$ cat src/rtl/seq_frame_tx_1011_if.sv
// ---------------------------------------------------------------------------
// seq_frame_tx_1011_if
//   Byte handshake plus serial-line bundle for the 1011 frame transmitter.
//
//   tx_data    : payload byte(s), sampled on an accepting edge
//   tx_valid   : payload available
//   tx_ready   : transmitter accepts at the next edge
//   out_bit    : serial line (registered, 0 when idle)
//   tx_busy    : a frame occupies the line this cycle
//   stuff_flag : current out_bit is a stuffed 0
//
//   master : the byte source (drives tx_data/tx_valid, observes the rest)
//   slave  : the transmitter
// ---------------------------------------------------------------------------
interface seq_frame_tx_1011_if #(
    parameter int DATA_W = 8
);
    logic [DATA_W-1:0] tx_data;
    logic              tx_valid;
    logic              tx_ready;
    logic              out_bit;
    logic              tx_busy;
    logic              stuff_flag;

    modport master (
        output tx_data,
        output tx_valid,
        input  tx_ready,
        input  out_bit,
        input  tx_busy,
        input  stuff_flag
    );

    modport slave (
        input  tx_data,
        input  tx_valid,
        output tx_ready,
        output out_bit,
        output tx_busy,
        output stuff_flag
    );
endinterface

$ cat src/rtl/seq_frame_tx_1011.sv
// ---------------------------------------------------------------------------
// seq_frame_tx_1011
//   Serial frame transmitter feeding the 1011 sequence detector. Each
//   accepted payload goes out as the marker 1011 followed by the payload,
//   MSB first. A 0 is stuffed whenever the last three line bits are 101 and
//   the next bit would be a 1 (except the final marker bit), so 1011 only
//   ever appears on the line as the intended marker.
//
//   Ports:
//     clk    : clock, rising edge
//     reset  : synchronous, active-high
//     tx_if  : slave side of seq_frame_tx_1011_if
//              (tx_data, tx_valid in; tx_ready, out_bit, tx_busy,
//               stuff_flag out)
// ---------------------------------------------------------------------------
module seq_frame_tx_1011 #(
    parameter int DATA_W = 8
) (
    input  logic                 clk,
    input  logic                 reset,
    seq_frame_tx_1011_if.slave   tx_if
);

    localparam int                CNT_W        = $clog2(DATA_W + 1);
    localparam logic [CNT_W-1:0]  LAST_CNT     = CNT_W'(DATA_W - 1);
    localparam logic [3:0]        SYNC_PATTERN = 4'b1011;

    // The state names the phase of the *next* bit to be emitted. After the
    // last payload bit leaves, the FSM is back in IDLE, which is exactly the
    // cycle in which a new byte may be accepted without an idle gap.
    typedef enum logic [1:0] {
        ST_IDLE = 2'd0,
        ST_SYNC = 2'd1,
        ST_DATA = 2'd2
    } state_t;

    state_t             state_q,    state_d;
    logic [1:0]         sync_idx_q, sync_idx_d;
    logic [CNT_W-1:0]   cnt_q,      cnt_d;
    logic [DATA_W-1:0]  shift_q,    shift_d;
    logic [2:0]         hist_q;     // last three line bits, [2] oldest
    logic               stuff_q,    stuff_d;
    logic               busy_q,     busy_d;
    logic               out_d;

    state_t             phase;      // phase of the candidate bit this edge
    logic               cand;       // candidate bit before stuffing
    logic               exempt;     // final marker bit is never stuffed
    logic               tx_ready_w;
    logic               accept;

    assign tx_ready_w = (state_q == ST_IDLE) && !reset;
    assign accept     = tx_if.tx_valid && tx_ready_w;

    always_comb begin
        phase      = state_q;
        state_d    = state_q;
        sync_idx_d = sync_idx_q;
        cnt_d      = cnt_q;
        shift_d    = shift_q;
        cand       = 1'b0;
        exempt     = 1'b0;
        out_d      = 1'b0;
        stuff_d    = 1'b0;
        busy_d     = 1'b0;

        // An accept makes the first marker bit the candidate on this edge.
        if (accept) begin
            phase      = ST_SYNC;
            sync_idx_d = 2'd0;
            shift_d    = tx_if.tx_data;
        end

        case (phase)
            ST_SYNC: begin
                cand   = SYNC_PATTERN[2'd3 - sync_idx_d];
                exempt = (sync_idx_d == 2'd3);
            end
            ST_DATA: cand = shift_d[DATA_W-1];
            default: cand = 1'b0;
        endcase

        state_d = phase;
        busy_d  = (phase != ST_IDLE);

        if (phase != ST_IDLE) begin
            if ((hist_q == 3'b101) && cand && !exempt) begin
                // Emit a stuffed 0 and hold position; the same candidate is
                // retried next edge, when hist is 010 and cannot stuff again.
                stuff_d = 1'b1;
            end else begin
                out_d = cand;
                if (phase == ST_SYNC) begin
                    if (sync_idx_d == 2'd3) begin
                        state_d = ST_DATA;
                        cnt_d   = '0;
                    end else begin
                        sync_idx_d = 2'(sync_idx_d + 2'd1);
                    end
                end else begin
                    shift_d = shift_d << 1;
                    if (cnt_q == LAST_CNT) begin
                        state_d = ST_IDLE;
                    end else begin
                        cnt_d = CNT_W'(cnt_q + 1'b1);
                    end
                end
            end
        end
    end

    always_ff @(posedge clk) begin
        if (reset) begin
            state_q    <= ST_IDLE;
            sync_idx_q <= 2'd0;
            cnt_q      <= '0;
            shift_q    <= '0;
            hist_q     <= 3'b000;
            stuff_q    <= 1'b0;
            busy_q     <= 1'b0;
        end else begin
            state_q    <= state_d;
            sync_idx_q <= sync_idx_d;
            cnt_q      <= cnt_d;
            shift_q    <= shift_d;
            hist_q     <= {hist_q[1:0], out_d};
            stuff_q    <= stuff_d;
            busy_q     <= busy_d;
        end
    end

    // The newest history bit is the registered line value itself.
    assign tx_if.out_bit    = hist_q[0];
    assign tx_if.tx_busy    = busy_q;
    assign tx_if.stuff_flag = stuff_q;
    assign tx_if.tx_ready   = tx_ready_w;

endmodule

$ cat src/flat_wrapper.sv
// flat-port wrapper written by rule: the top's interface ports become plain ports
module seq_frame_tx_1011_flat 
#(
    parameter int DATA_W = 8
)
  (clk, reset, tx_if_tx_data, tx_if_tx_valid, tx_if_tx_ready, tx_if_out_bit, tx_if_tx_busy, tx_if_stuff_flag);
  seq_frame_tx_1011_if #(.DATA_W(DATA_W)) tx_if_i ();
  input  logic clk;
  input  logic reset;
  input wire logic [$bits(tx_if_i.tx_data)-1:0] tx_if_tx_data;
  input wire logic [$bits(tx_if_i.tx_valid)-1:0] tx_if_tx_valid;
  output wire logic [$bits(tx_if_i.tx_ready)-1:0] tx_if_tx_ready;
  output wire logic [$bits(tx_if_i.out_bit)-1:0] tx_if_out_bit;
  output wire logic [$bits(tx_if_i.tx_busy)-1:0] tx_if_tx_busy;
  output wire logic [$bits(tx_if_i.stuff_flag)-1:0] tx_if_stuff_flag;
  assign tx_if_i.tx_data = tx_if_tx_data;
  assign tx_if_i.tx_valid = tx_if_tx_valid;
  assign tx_if_tx_ready = tx_if_i.tx_ready;
  assign tx_if_out_bit = tx_if_i.out_bit;
  assign tx_if_tx_busy = tx_if_i.tx_busy;
  assign tx_if_stuff_flag = tx_if_i.stuff_flag;
  seq_frame_tx_1011 #(.DATA_W(DATA_W)) u_core (.clk(clk), .reset(reset), .tx_if(tx_if_i));
endmodule
$ cat config.mk
export PLATFORM = sky130hd
export DESIGN_NAME = seq_frame_tx_1011_flat
export DESIGN_NICKNAME = d
export VERILOG_FILES = /design/src/rtl/seq_frame_tx_1011_if.sv /design/src/rtl/seq_frame_tx_1011.sv /design/src/flat_wrapper.sv
export SDC_FILE = /design/constraint.sdc
export NUM_CORES = 1
export LEC_CHECK = 0
export ABC_AREA = 1
export CAP_MARGIN = 10
export CORE_UTILIZATION = 45
export DETAILED_ROUTE_END_ITERATION = 10
export DONT_BUFFER_PORTS = 1
export HOLD_SLACK_MARGIN = 0.02
export PLACE_DENSITY = 0.69
export SKIP_LAST_GASP = 1
export SLEW_MARGIN = 20
export SYNTH_ARGS = -nofsm -noshare
export SYNTH_HDL_FRONTEND = slang
export SYNTH_SLANG_ARGS = --single-unit
$ cat constraint.sdc
create_clock -name clk -period 2.3 [get_ports clk]
set_input_delay 0.115 -clock clk [delete_from_list [all_inputs] [get_ports clk]]
set_output_delay 0.115 -clock clk [all_outputs]
set_load 0.01 [all_outputs]
==> impl_metrics.toml <==
[synthesis]
syn_nets = 165
yosysSeqAreaShare = 0.3733
ys_ff_latch = 21
netlist_area_um2 = 1126
yosysUniqueCellTypes = 24
yosys_warnings = 0
syn_inst = 150
syn_avg_cell_area_um2 = 7.507

[route]
via_per_inst = 5.078
ant_nets = 0
dr.pass1.iters = 4
dr_total_vias = 914
post-route-drc-count = 0
first_iter_violations = 22
routed_wl_um = 2263
wl_per_cell_um = 12.57

[place]
placed_area_um2 = 1126
dpl.hpwl_um = 1692
gp_congestion = 0.8299
place.port_buffers = 0

[timing]
finalSetupTns_ns = 0
slew_violations = 0
fmax_mhz = 481.3
max-slew-margin-rel = 0.7328
final.min_clock_period_ns = 2.078
worst_pin_slew_ns = 0.4004
fin_crit_sh = 0.9033
setup_viol = 0
skew_ns = 0.001443
hold_viol_final = 0
rsz0062_at_grt = "no"

[setup_path]
cpPeakStageDelay_ns = 0.51
worstPathBufferInverterCount = 3
worstPathArrival_ns = 2.27
cp.required_ns = 2.49
startpoint_type = "register"
cp-end-kind = "register"
crit_path_top_delay_cell = "dfxtp_1"
path_cells = "inv_2, nand3_2, inv_2, nor2_2, inv_1, ha_1, nand2_1, nand2_2, nand3_2, nand3_2, o21ai_0, a21oi_1"
worstPathMaxFanout = 15
cp_common_cell = "nand3_2"
path_delay_family = "simple AND/OR/NAND/NOR gates"
path_class = "register to register"

[final_layout]
n_antenna_cell = 0
regArea_um2 = 420.4
syn_to_final_growth_pct = 3.222
finalInstanceArea_um2 = 1162
multi_input_area_um2 = 561.8
drive_gt1_frac = 0.1447
nNetsFinal = 168
n_fill_cell = 227

[die]
core-area_um2 = 2276
io_pins = 15
die_h_um = 52.03
die_w_um = 52.03
die_area_um2 = 2707
fp-row-count = 17
floorplan.initialDensity = 0.4948

[grt]
grt_pass1_vias = 871
antenna_found_initial = 0
grt_pass1_wl_um = 3795
gr-usage-all-layers = 0.1951
grt_max_degree = 16
grt_overflow = 0

[clock_network]
post-cts-setup-buffers = 0
path_clk_slew_ns = 0.11
cts.sinks = 21
insertion_delay_ns = 0.30
cts_buffers = 3
cts_root_buffer = "clkbuf_4"
cts_tree = "built"
clk_path_buf_depth = 2
cts_htree_levels = 1

[power_and_ir_drop]
power_uw = 739.5
p_leak_uw = 0.0005453
power_density_nw_per_um2 = 636.2
ir_drop_v = 0.0003341

[status]
status = "completed"

[hold_path]
min_path_type = "input port to register"

[flow_run]
cap_violations = 0
==> registers in the layout, indices dropped and copies added, names as in the netlist <==
register / count
u_core.state_q: 2
u_core.hist_q: 3
u_core.sync_idx_q: 2
u_core.tx_if.stuff_flag: 1
u_core.shift_q: 8
u_core.tx_if.tx_busy: 1
u_core.cnt_q: 4
==> report_power, final <==
part	internal [uW]	total [uW]	switching, uW	leakage, uW
sequential	392	405	13.8	0.000172
combinational	58.9	156	96.7	0.000358
clock	67.6	178	111	0.0000150
total	518	740	221	0.000545
==> kinds of logic after synthesis <==
group | after synthesis | share of synthesized area
adders and majority gates | 4 | 0.04445
AOI/OAI and AO/OA | 30 | 0.1467
DFF | 21 | 0.3733
buffers and inverters | 29 | 0.1278
and+or+nand+nor | 66 | 0.3078
==> layer usage <==
| layer | global-route usage | vias to the layer above | share of wire |
|---|---|---|---|
| li1 | - | 485 | - |
| met1 | 0.2424 | 400 | 0.47 |
| met2 | 0.3077 | 22 | 0.47 |
| met3 | 0.03801 | 7 | 0.032 |
| met4 | 0.1171 | 0 | 0.024 |
| met5 | 0 | - | 0 |
==> repair_timing <==
action,CTS,global route
hold buffers,1,0
gates resized for setup,0,0
endpoints found under the hold margin,6,0
==> final timing paths <==
path	startpoint	end	cells after the start	slack [ns]
max reg2reg	u_core.state_q[1]	u_core.shift_q[2]	12	0.22
max	u_core.state_q[1]	u_core.shift_q[2]	12	0.22
min reg2reg	u_core.hist_q[1]	u_core.hist_q[2]	2	0.43
min	tx_if_tx_data[0]	u_core.shift_q[0]	4	0.08
==> synth_stat cells <==
library cell  instances  area, um2
inv_2                 3      11.26
nand3b_1              1      7.510
o21ai_0              13      65.06
buf_4                 1      7.510
nor2_2                1      6.260
o21ai_4               1      16.27
o21ai_2               1      8.760
nand4_1               5      31.28
ha_1                  4      50.05
buf_2                 1      5.000
o21ai_1               1      5.000
nand2_2               4      25.02
a21oi_1              14      70.07
nand3_2               4      40.04
dfxtp_1              21      420.4
nand3_1               9      45.04
or2_1                 6      37.54
nor3_1                2      10.01
nor2_1               13      48.80
nand2_1              19      71.32
nor2_4                1      11.26
nand4_2               1      12.51
buf_6                 4      45.04
inv_1                20      75.07
==> cell type report <==
| type | count | share of cell area |
|---|---|---|
| multi-input combinational | 100 | 0.4833 |
| inverter | 23 | 0.07427 |
| sequential | 21 | 0.3617 |
| tap | 28 | 0.03014 |
| timing repair buffer | 4 | 0.02799 |
| clock buffer | 4 | 0.02261 |
==> tightest hold or removal path: stages <==
cell and delay, ns:
nand2_1 0.04, nand2_1 0.07, nand3_1 0.08, inv_1 0.04
==> cells in the final DEF (no fill, tap or decap) <==
cell           netlist  layout
dfxtp_1             21      21
inv_1               20      20
nand2_1             19      19
a21oi_1             14      14
nor2_1              13      13
o21ai_0             13      13
nand3_1              9       9
or2_1                6       6
nand4_1              5       5
nand3_2              4       4
nand2_2              4       4
ha_1                 4       4
inv_2                3       3
clkbuf_4             0       3
buf_4                1       3
nor3_1               2       2
nor2_4               1       1
nor2_2               1       1
o21ai_2              1       1
o21ai_4              1       1
o21ai_1              1       1
nand4_2              1       1
nand3b_1             1       1
clkbuf_1             0       1
dlygate4sd3_1        0       1
==> stage by stage <==
step	worst slack (ns)	util	cells	hold WS, ns
after floorplan	0.1799	-	150	0.3113
after global placement	0.3566	0.4948	175	0.1858
after detailed placement	0.2489	0.4948	175	0.1873
after CTS	0.2248	0.5107	180	0.07649
after global routing	0.005529	0.5107	180	0.08009
final	0.2224	0.5107	180	0.07771
Power figures use the tool's default switching activity.
